[src/rtl/switch_cond_pkg.sv]
// Shared defaults and sizing helper for the switch input conditioner.
// The debounce counter width is derived from the required cycle count.
package switch_cond_pkg;

    localparam int DEBOUNCE_CYCLES_DEFAULT = 1000;
    localparam int SYNC_STAGES_DEFAULT     = 2;

    // Counter only has to reach cycles-1, so clog2 suffices; never narrower than one bit.
    function automatic int cnt_width(input int cycles);
        return (cycles <= 2) ? 1 : $clog2(cycles);
    endfunction

endpackage

[src/rtl/debounce_bit.sv]
// One switch bit: flop-chain synchroniser followed by a consecutive-mismatch
// debounce counter that flips the debounced level after DEBOUNCE_CYCLES cycles.
module debounce_bit
    import switch_cond_pkg::*;
#(
    parameter int DEBOUNCE_CYCLES = DEBOUNCE_CYCLES_DEFAULT,
    parameter int SYNC_STAGES     = SYNC_STAGES_DEFAULT
) (
    input  logic clk,
    input  logic rst_n,
    input  logic sw_in,
    output logic db,
    output logic settled
);

    localparam int             CW       = cnt_width(DEBOUNCE_CYCLES);
    localparam logic [CW-1:0]  CNT_LAST = CW'(DEBOUNCE_CYCLES - 1);

    logic [SYNC_STAGES-1:0] r_sync;
    logic                   r_db;
    logic [CW-1:0]          r_cnt;
    logic                   w_s;

    assign w_s = r_sync[SYNC_STAGES-1];

    always_ff @(posedge clk) begin
        if (!rst_n) begin
            r_sync <= '0;
            r_db   <= 1'b0;
            r_cnt  <= '0;
        end else begin
            r_sync <= {r_sync[SYNC_STAGES-2:0], sw_in};
            if (w_s == r_db) begin
                r_cnt <= '0;
            end else if (r_cnt == CNT_LAST) begin
                r_db  <= w_s;
                r_cnt <= '0;
            end else begin
                r_cnt <= r_cnt + 1'b1;
            end
        end
    end

    assign db      = r_db;
    assign settled = (w_s == r_db) && (r_cnt == '0);

endmodule

[src/rtl/switch_input_conditioner.sv]
// Conditions raw slide switches into a clean byte for the priority encoder:
// per-bit sync + debounce, then a freezable output register with change strobe.
module switch_input_conditioner
    import switch_cond_pkg::*;
#(
    parameter int WIDTH           = 8,
    parameter int DEBOUNCE_CYCLES = DEBOUNCE_CYCLES_DEFAULT,
    parameter int SYNC_STAGES     = SYNC_STAGES_DEFAULT
) (
    input  logic             clk,
    input  logic             rst_n,
    input  logic [WIDTH-1:0] sw_in,
    input  logic             hold,
    output logic [WIDTH-1:0] data,
    output logic             changed,
    output logic             stable
);

    logic [WIDTH-1:0] w_db;
    logic [WIDTH-1:0] w_settled;
    logic [WIDTH-1:0] r_data;
    logic             r_changed;

    generate
        for (genvar gi = 0; gi < WIDTH; gi++) begin : g_bit
            debounce_bit #(
                .DEBOUNCE_CYCLES (DEBOUNCE_CYCLES),
                .SYNC_STAGES     (SYNC_STAGES)
            ) u_debounce (
                .clk     (clk),
                .rst_n   (rst_n),
                .sw_in   (sw_in[gi]),
                .db      (w_db[gi]),
                .settled (w_settled[gi])
            );
        end
    endgenerate

    // Strobe is registered with data so it coincides with the new value appearing.
    always_ff @(posedge clk) begin
        if (!rst_n) begin
            r_data    <= '0;
            r_changed <= 1'b0;
        end else begin
            r_changed <= !hold && (w_db != r_data);
            if (!hold) begin
                r_data <= w_db;
            end
        end
    end

    assign data    = r_data;
    assign changed = r_changed;
    assign stable  = &w_settled;

endmodule

[config.mk]
export PLATFORM = sky130hd
export DESIGN_NAME = switch_input_conditioner
export DESIGN_NICKNAME = d
export VERILOG_FILES = /design/src/rtl/switch_cond_pkg.sv /design/src/rtl/debounce_bit.sv /design/src/rtl/switch_input_conditioner.sv
export SDC_FILE = /design/constraint.sdc
export NUM_CORES = 1
export LEC_CHECK = 0
export BUFFER_PORTS_ARGS = -buffer_cell sky130_fd_sc_hd__buf_2
export CORE_MARGIN = 4
export CORE_UTILIZATION = 30
export DETAILED_ROUTE_END_ITERATION = 12
export PLACE_DENSITY_LB_ADDON = 0.15
export REMOVE_ABC_BUFFERS = 1
export SLEW_MARGIN = 40
export SYNTH_ARGS = -nofsm -noshare
export SYNTH_HDL_FRONTEND = slang
export SYNTH_SLANG_ARGS = --single-unit
export TNS_END_PERCENT = 5
[constraint.sdc]
create_clock -name clk -period 3.62 [get_ports clk]
set_input_delay 0.362 -clock clk [delete_from_list [all_inputs] [get_ports clk]]
set_output_delay 0.362 -clock clk [all_outputs]
set_load 0.1 [all_outputs]
Word level (Yosys, flattened, before mapping)
Index checks and enable logic that the tools add are counted.

Add/subtract/negate cells: 8. Equality and inequality tests: 17. Bitwise gates (word level): 9. Reductions and logical operators: 35.

Operators with widths (number): 10-bit by 1-bit adder with 10-bit output, second input constant (8); 10-bit equality test, second input constant (8); 10-bit logical NOT (8); 3-bit OR reduction (8); 2-bit AND reduction (8); 1-bit logical AND (9); 1-bit NOT (9); 1-bit equality test (8); 8-bit inequality test (1); 8-bit AND reduction (1); 1-bit logical NOT (1).

Register bits: 113. Input port bits: 11.

Longest topological paths before layout
Gate-level depths: netlist of the first run.

Depth in word-level cells: 3. Gate-level depth with buffers: 6. Gate-level depth less buffers: 6.

By module
From an unflattened synthesis of the first run, not the netlist that was laid out.

Cell total of the unflattened synthesis: 569. Area total of the unflattened synthesis: 5292.6 um^2.

Modules (own cells, without submodules): debounce_bit (instances 8, cells each 66, area an instance 608.1 um^2); switch_input_conditioner (instances 1, cells each 41, area an instance 427.9 um^2).

Worst setup path after synthesis of the first run
No wires, ideal clock.

Path type: register to output. From: register g_bit[1].u_debounce.r_cnt[4]. To: output stable. Arrival time: 1.951 ns. Data required time: 3.258 ns. Path slack: 1.307 ns. Stages on the path, launching flop included: 4. Buffers on the path: 0. Cells stage by stage: dfxtp_1 -> or4_2 -> nor4_1 -> and4_1.

Word-level cells in the longest chain between the ends: 3.

Ends and longest elaborated chain: start: declaration (line debounce_bit.sv:21) `logic [CW-1:0] r_cnt;`; start signal: assignment (line debounce_bit.sv:39) `r_cnt <= r_cnt + 1'b1;`; 10-bit logical NOT (line debounce_bit.sv:45) `assign settled = (w_s == r_db) && (r_cnt == '0);`; 1-bit logical AND (line debounce_bit.sv:45); 8-bit AND reduction (line switch_input_conditioner.sv:54) `assign stable = &w_settled;`; end: declaration (line switch_input_conditioner.sv:16) `output logic stable`.

No other way between the ends.

Worst setup path after layout of the first run
From: register g_bit[0].u_debounce.r_cnt[0]. To: output stable.

Word-level cells in the longest chain between the ends: 3.

Ends and longest elaborated chain (line): start: declaration (debounce_bit.sv:21); start signal: assignment (debounce_bit.sv:39); 10-bit logical NOT (debounce_bit.sv:45); 1-bit logical AND (debounce_bit.sv:45); 8-bit AND reduction (switch_input_conditioner.sv:54).

No other way between the ends.

==> run_results.csv, run 1 <==
group,metric,value,unit
floorplan,pin_count,21,
cts,root_buffer,"clkbuf_16",
route,ant_nets,0,
placement,place_inst,761,
route,dr.pass1.iters,4,
cells_and_area,utilization,36.3,%
grt,grt_antenna_before_repair,0,
power_and_ir_drop,finalPower,2.92,mW
job,max_cap_violations,0,
cells_and_area,area_growth,18.9,%
grt,grt_pass1_vias,3403,
cells_and_area,final_nets,591,
floorplan,die_w,135,um
placement,post-place-ws,1.12,ns
floorplan,dieArea,0.0182,mm^2
cells_and_area,design_area,0.00575,mm^2
sta,fin_tns_setup,0,ns
outcome,status,"complete, no violations",
critical_path,worstPathRequired,3.26,ns
sta,setup_viol,0,
synthesis,synth.ff_latch_count,113,
cts,cts.sinks,113,
floorplan,std_cell_rows,46,
route,dr.first_iter.drc_count,95,
power_and_ir_drop,power_density,509,mW/mm^2
synthesis,avgSynthCellArea,9.10,um^2
cts,hold_buffers,0,
route,num_vias,3444,
cells_and_area,final_layout_size_suffix_gt1_share,9.38,%
synthesis,synth_area,0.00483,mm^2
cts,cts_resized,0,
route,routed_wl,9970,um
route,wl_per_cell,12.6,um
power_and_ir_drop,ir_worst_vdd,0.000319,V
route,avgViaCountPerCell,4.35,
grt,grt_max_degree,43,
sta,hold_viol_final,0,
cts,path_clk_slew,0.05,ns
critical_path,end_kind,"output port",
cts,cts_buffers,17,
sta,period_share,81.5,%
critical_path,crit_fanout,4,
sta,clock.fmax,339,MHz
route,post-route-drc-count,0,
sta,worst_slew_pin_slew,0.764,ns
sta,slew_viol_final,0,
synthesis,synth_cells,531,
placement,place_hpwl,7250,um
synthesis,yosys_warnings,0,
grt,globalRouteOverflowTotal,0,
power_and_ir_drop,p_leak,2.08,nW
critical_path,cp-start-kind,"flip-flop",
cells_and_area,num_antenna_cells,0,
sta,rsz0062_at_grt,"false",
cts,clockBufferDepth,2,
sta,maxSlewHeadroom,49.1,%
sta,setup_ws,0.668,ns
sta,finalWorstPathRequiredPeriod,2.95,ns
floorplan,start_util,30.5,%
cts,htree_levels,4,
cts,insertion_delay,0.41,ns
grt,grtUsageTotal,12.2,%
sta,finClkSkew,0.00668,ns
hold_path,min_path_type,"in2reg",
placement,dpl_cell_area,0.00518,mm^2
hold_path,hold_depth,2,
placement,port_buffers,20,
cts,cts_tree,"done",
placement,gp_congestion,0.771,
critical_path,reg2reg_depth,4,
synthesis,synth_cell_types,28,
sta,hold_slack,0.159,ns
synthesis,seq_area_frac_synth,46.8,%
critical_path,crit_type,"reg2out",
floorplan,coreArea,0.0158,mm^2
grt,grt_pass1_wl,17200,um
cells_and_area,final.fill_count,1661,
cts,postCtsSetupRepairBufs,0,
critical_path,worstPathArrival,2.59,ns
floorplan,chipHeight,135,um
cells_and_area,finalNonFillerCells,792,
==> final timing paths <==
| check | startpoint | endpoint | slack [ns] |
|---|---|---|---|
| hold reg to reg | g_bit[6].u_debounce.r_sync[0] | g_bit[6].u_debounce.r_sync[1] | 0.43 |
| hold / removal | sw_in[7] | g_bit[7].u_debounce.r_sync[0] | 0.16 |
| setup reg to reg | g_bit[7].u_debounce.r_cnt[5] | g_bit[7].u_debounce.r_cnt[2] | 1.96 |
| setup / recovery | g_bit[0].u_debounce.r_cnt[0] | stable | 0.67 |
==> sequential cells by signal, indices dropped and copies added, names as in the netlist <==
signal                   cells
changed                      1
g_bit.u_debounce.r_cnt      80
g_bit.u_debounce.r_sync     16
g_bit.u_debounce.db          8
data                         8
==> logic make-up after synthesis <==
| logic type | Yosys count | synth area share [%] |
|---|---|---|
| AND/OR/NAND/NOR | 271 | 28.5 |
| adder cells (fa/ha/maj) | 16 | 4.14 |
| flip-flops | 113 | 46.8 |
| XOR/XNOR | 80 | 14.5 |
| AO/OA/AOI/OAI | 1 | 0.103 |
| multiplexers | 16 | 3.31 |
| buffers and inverters | 34 | 2.67 |
==> power by group <==
group / internal [mW] / total (mW) / switching [mW]
registers: 1.26 / 1.26 / 0.00616
logic: 0.0227 / 0.0636 / 0.0409
clock network: 1.06 / 1.60 / 0.539
==> synth_stat cells <==
| cell type | n | share of area [%] |
|---|---|---|
| and2_1 | 22 | 2.8 |
| or3b_1 | 1 | 0.18 |
| nand3b_2 | 1 | 0.23 |
| nor2_1 | 94 | 7.3 |
| xor2_1 | 37 | 6.7 |
| dfxtp_1 | 113 | 47 |
| or4_1 | 3 | 0.47 |
| nand3_2 | 4 | 0.83 |
| xnor2_1 | 43 | 7.8 |
| nor4_1 | 19 | 2.5 |
| nand3b_1 | 1 | 0.16 |
| or4_4 | 2 | 0.47 |
| nand3_1 | 26 | 2.7 |
| or4_2 | 1 | 0.18 |
| nand4_1 | 17 | 2.2 |
| buf_2 | 1 | 0.10 |
| nor3_1 | 21 | 2.2 |
| nor4bb_1 | 1 | 0.21 |
| a21oi_1 | 1 | 0.10 |
| nand2_1 | 34 | 2.6 |
| clkbuf_1 | 5 | 0.39 |
| and4_1 | 3 | 0.54 |
| nor2b_1 | 16 | 2.1 |
| mux2i_1 | 16 | 3.3 |
| nand2b_1 | 1 | 0.13 |
| ha_1 | 16 | 4.1 |
| inv_1 | 28 | 2.2 |
| nor4b_1 | 4 | 0.72 |
==> routing by layer <==
| metal | up-vias | track usage, % | part of all wire [%] |
|---|---|---|---|
| met2 | 20 | 18.4 | 46 |
| met4 | 0 | 4.65 | 1.6 |
| met5 | - | 0 | 0 |
| met3 | 15 | 4.47 | 3.1 |
| li1 | 1835 | - | - |
| met1 | 1574 | 15.9 | 50 |
==> worst max-delay path, stage by stage (launching register included) <==
cell and delay, ns:
dfxtp_1 0.33, inv_1 0.06, ha_1 0.14, nor4b_1 0.41
nand4_1 0.16, nor4_1 0.36, and4_1 0.28, buf_2 0.44
==> cell type report <==
class                           instances  area, um^2  area share (%)
Clock inverter                          6        80.1            1.39
Sequential cell                       113        2260            39.4
Timing Repair Buffer                   20         100            1.74
Multi-Input combinational cell        384        2440            42.5
Tap cell                              216         270            4.70
Inverter                               28         105            1.83
Clock buffer                           25         485            8.45
==> placed cells by master, fill, tap and decap left out, drive strengths merged <==
master	synthesis	layout
clkinv	0	4
ha	16	16
bufinv	0	2
dfxtp	113	113
nor4	19	19
xor2	37	37
a21oi	1	1
and2	22	22
clkbuf	5	25
nor4b	4	4
or4	6	6
xnor2	43	43
and4	3	3
or3b	1	1
nor2	94	94
nand2b	1	1
nor2b	16	16
nand3	30	30
nand2	34	34
mux2i	16	16
buf	1	20
nor4bb	1	1
nand3b	2	2
inv	28	28
nor3	21	21
nand4	17	17
Power figures use the tool's default switching activity.
==> run 2, diff against run 1 <==
--- a/config.mk
+++ b/config.mk
@@ -5,6 +5,7 @@
 export SDC_FILE = /design/constraint.sdc
 export NUM_CORES = 1
 export LEC_CHECK = 0
+export ABC_AREA = 1
 export BUFFER_PORTS_ARGS = -buffer_cell sky130_fd_sc_hd__buf_2
 export CORE_MARGIN = 4
 export CORE_UTILIZATION = 30
==> constraint.sdc (replaced) <==
create_clock -name clk -period 2.4 [get_ports clk]
set_input_delay 0.24 -clock clk [delete_from_list [all_inputs] [get_ports clk]]
set_output_delay 0.24 -clock clk [all_outputs]
set_load 0.1 [all_outputs]
==> run 2 against run 1 <==
  * Non-clock buffer count grew 7
  * Clock skew is 0.0018 ns lower
  * Utilization grew 0.36 points
  * Sequential share of layout area decreased by 3.9 points
  * Power is 59% higher
  * Global-route usage barely moved
  * Wire length is 12% higher
  * Via count is 24% higher
  * First-iteration DRC count increased by 85%
  * Register-to-register slack worse by 1.1 ns
  * Die area is 10% higher
  * Design area is 11% higher
  * Critical endpoint unchanged
  * Largest cell class unchanged
==> run_results.csv, run 2 <==
group,metric,value,unit
power_and_ir_drop,seq_power_share,41.1,%
grt,grt_antenna_before_repair,0,
critical_path,worstPathArrival,1.91,ns
cells_and_area,regArea,0.00226,mm^2
critical_path,critical_path.max_stage_delay,0.35,ns
power_and_ir_drop,ir_worst_vdd,0.000466,V
critical_path,cp-start-kind,"flip-flop",
cts,path_clk_slew,0.06,ns
critical_path,crit_top_cell,"nor2_1",
synthesis,seq_area_frac_synth,42.3,%
critical_path,end_kind,"output port",
sta,hold_slack,0.0168,ns
route,post-route-drc-count,0,
synthesis,synth-compound-area-share,4.40,%
grt,grt_pass1_vias,4226,
sta,rsz0062_at_grt,"false",
synthesis,avgSynthCellArea,7.06,um^2
floorplan,pin_count,21,
critical_path,worstPathRequired,2.16,ns
route,num_vias,4285,
sta,setup_viol,0,
synthesis,async_flop_share,0,%
critical_path,rrSetupSlack,0.83,ns
synthesis,synth-main-ff-cell,"dfxtp_1",
cts,root_buffer,"clkbuf_16",
cells_and_area,area_growth,19.3,%
cts,cts.sinks,113,
synthesis,synth.most_common_cell,"nand2_1",
cts,htree_levels,4,
floorplan,start_util,30.7,%
floorplan,dieArea,0.0200,mm^2
placement,port_buffers,20,
critical_path,cp.depth,11,
placement,place_hpwl,8370,um
synthesis,synth_cell_types,31,
route,wl_per_cell,10.8,um
synthesis,synthAdderAreaFrac,3.74,%
route,dr.first_iter.drc_count,176,
power_and_ir_drop,finalPower,4.66,mW
critical_path,reg2reg_depth,8,
power_and_ir_drop,p_switching,1.05,mW
cells_and_area,layout_commonest_cell,"nand2_1",
synthesis,yosys_warnings,0,
synthesis,synth_cells,758,
synthesis,synth.ff_latch_count,113,
power_and_ir_drop,power_density,730,mW/mm^2
sta,maxSlewHeadroom,66.5,%
cts,insertion_delay,0.41,ns
cells_and_area,multi_input_area,0.00259,mm^2
cells_and_area,final_cell_mix,"nand2_1 (174), nor2_1 (145), inv_1 (115)",
critical_path,crit_type,"reg2out",
synthesis,yosys.area_share.simple,34.9,%
sta,period_share,89.6,%
cells_and_area,final.fill_count,1902,
floorplan,std_cell_rows,48,
sta,clock.fmax,465,MHz
route,dr.pass1.iters,4,
synthesis,synth-edff-count,0,
synthesis,yosysTopAreaCell,"dfxtp_1",
cts,clockBufferDepth,2,
sta,hold_viol_final,0,
sta,slew_viol_final,0,
route,avgViaCountPerCell,4.13,
grt,grt_pass1_wl,19700,um
synthesis,synth_area_leaders,"dfxtp_1 (42%), nand2_1 (12%), nor2_1 (10%)",
route,routed_wl,11200,um
critical_path,cp_cell_sequence,"inv_1, ha_1, inv_1, nor2_1, nand2_1, nor2_1, nand2_1, nor2_1, nand2_1, nor2_1, clkbuf_4",
critical_path,r2r-start,"g_bit[6].u_debounce.r_cnt[0]",
placement,gp_congestion,0.778,
route,ant_nets,0,
floorplan,coreArea,0.0174,mm^2
cells_and_area,utilization,36.7,%
synthesis,synth_top_family_by_area,"simple AND/OR/NAND/NOR gates",
cells_and_area,final_nets,826,
floorplan,chipHeight,142,um
power_and_ir_drop,p_int,3.61,mW
job,max_cap_violations,0,
synthesis,synth_common_cells,"nand2_1 (174), nor2_1 (145), inv_1 (115)",
grt,globalRouteOverflowTotal,0,
critical_path,cp-endpoint,"stable",
cells_and_area,design_area,0.00639,mm^2
synthesis,synth_top_area_share,42.3,%
critical_path,cp_top_family,"simple AND/OR/NAND/NOR gates",
synthesis,synth_xor_area_share,5.40,%
cts,cts_buffers,17,
cts,postCtsSetupRepairBufs,0,
sta,worst_slew_pin_slew,0.502,ns
synthesis,synth_area,0.00535,mm^2
cells_and_area,largest_reg_flops,80,
cells_and_area,final_layout_size_suffix_gt1_share,12.3,%
outcome,status,"complete, no violations",
power_and_ir_drop,sw_frac_of_total,22.6,%
critical_path,r2r-end,"g_bit[6].u_debounce.r_cnt[9]",
critical_path,cp-startpoint,"g_bit[5].u_debounce.r_cnt[0]",
critical_path,crit_path_top_delay_cell,"dfxtp_1",
cells_and_area,num_antenna_cells,0,
floorplan,die_w,142,um
cells_and_area,top_register,"g_bit.u_debounce.r_cnt",
critical_path,critPathBufInv,3,
placement,dpl_cell_area,0.00572,mm^2
power_and_ir_drop,p_leak,2.81,nW
hold_path,min_path_type,"in2reg",
cells_and_area,reg.largest.list,"g_bit.u_debounce.r_cnt: 80 flops, g_bit.u_debounce.r_sync: 16 flops",
sta,finalWorstPathRequiredPeriod,2.15,ns
grt,grt_max_degree,21,
synthesis,synthMuxAreaShare,0,%
cts,cts_tree,"done",
grt,grtUsageTotal,12.2,%
power_and_ir_drop,p_clk_share,54.7,%
sta,finClkSkew,0.00489,ns
power_and_ir_drop,p_comb_share,4.2,%
critical_path,crit_fanout,5,
run 2: cell types whose count changed after synthesis, moves of 19 or more:
cell | previous run | this run
a21oi_1 | 1 | 29
and2_1 | 22 | 0
inv_1 | 28 | 115
nand2_1 | 34 | 174
nor2_1 | 94 | 145
nor4_1 | 19 | 0
xnor2_1 | 43 | 8
run 2: power by group through the flow:
stage | Sequential, mW | Clock (mW) | Combinational [mW]
2_1_floorplan | 2.01 | 0 | 0.0827
3_3_place_gp | 1.96 | 0 | 0.188
3_5_place_dp | 1.96 | 0 | 0.189
4_1_cts | 1.92 | 2.63 | 0.197
5_1_grt | 1.92 | 2.72 | 0.216
6_report | 1.92 | 2.55 | 0.194
run 2: stage by stage:
| stage | TNS, ns | instances | setup slack, ns |
|---|---|---|---|
| after floorplan | -0.00505 | 753 | -0.00505 |
| after global placement | 0 | 999 | 0.552 |
| after detailed placement | 0 | 999 | 0.537 |
| after CTS | 0 | 1037 | 0.0928 |
| after global routing | 0 | 1037 | 0.0272 |
| final | 0 | 1037 | 0.251 |
run 2: per-layer routing:
| metal | up-vias | wire length [um] | part of all wire [%] | GRT usage, % |
|---|---|---|---|---|
| met2 | 26 | 4890 | 44 | 18.9 |
| li1 | 2395 | - | - | - |
| met3 | 12 | 347 | 3.1 | 3.98 |
| met5 | - | 0 | 0 | 0 |
| met4 | 0 | 128 | 1.1 | 3.48 |
| met1 | 1852 | 5820 | 52 | 16.3 |
run 2: worst min-delay path by stage:
stage | startpoint | end | slack (ns) | depth (start not counted)
2_1_floorplan | rst_n | g_bit[0].u_debounce.r_sync[0] | 0.33 | 2
3_3_place_gp | g_bit[7].u_debounce.r_sync[0] | g_bit[7].u_debounce.r_sync[1] | 0.39 | 2
3_5_place_dp | g_bit[5].u_debounce.r_sync[0] | g_bit[5].u_debounce.r_sync[1] | 0.40 | 2
4_1_cts | sw_in[6] | g_bit[6].u_debounce.r_sync[0] | 0.002 | 3
5_1_grt | sw_in[6] | g_bit[6].u_debounce.r_sync[0] | 0.006 | 3
6_report | sw_in[6] | g_bit[6].u_debounce.r_sync[0] | 0.02 | 3
run 2: final cells by class:
cell class              count  share of cell area (%)
well taps                 225                    4.41
clock buffers              19                    6.94
repair buffers             27                    2.66
flip-flops and latches    113                    35.4
inverters                 126                    7.41
multi-input cells         514                    40.6
clock inverters            13                    2.55
run 2: cells by family (layout without fill, tap and decap cells):
logic type / after synthesis / after routing
and+or+nand+nor: 419 / 419
buffers and inverters: 131 / 185
DFF: 113 / 113
AOI/OAI and AO/OA: 46 / 46
xor gates and xnor gates: 33 / 33
adders and majority gates: 16 / 16
run 2: worst reg2reg max path: stages, from the launching register on:
cell     delay [ns]
dfxtp_1        0.38
ha_1           0.20
nand2_1        0.08
inv_1          0.11
nand4_1        0.27
nand2_2        0.30
inv_2          0.04
nand2_1        0.05
nor2_1         0.03
run 2: repair_timing:
action	in CTS	in global routing
hold buffers	6	0
gates resized for setup	0	1
endpoints found under the hold margin	6	0
setup endpoints to repair	0	1
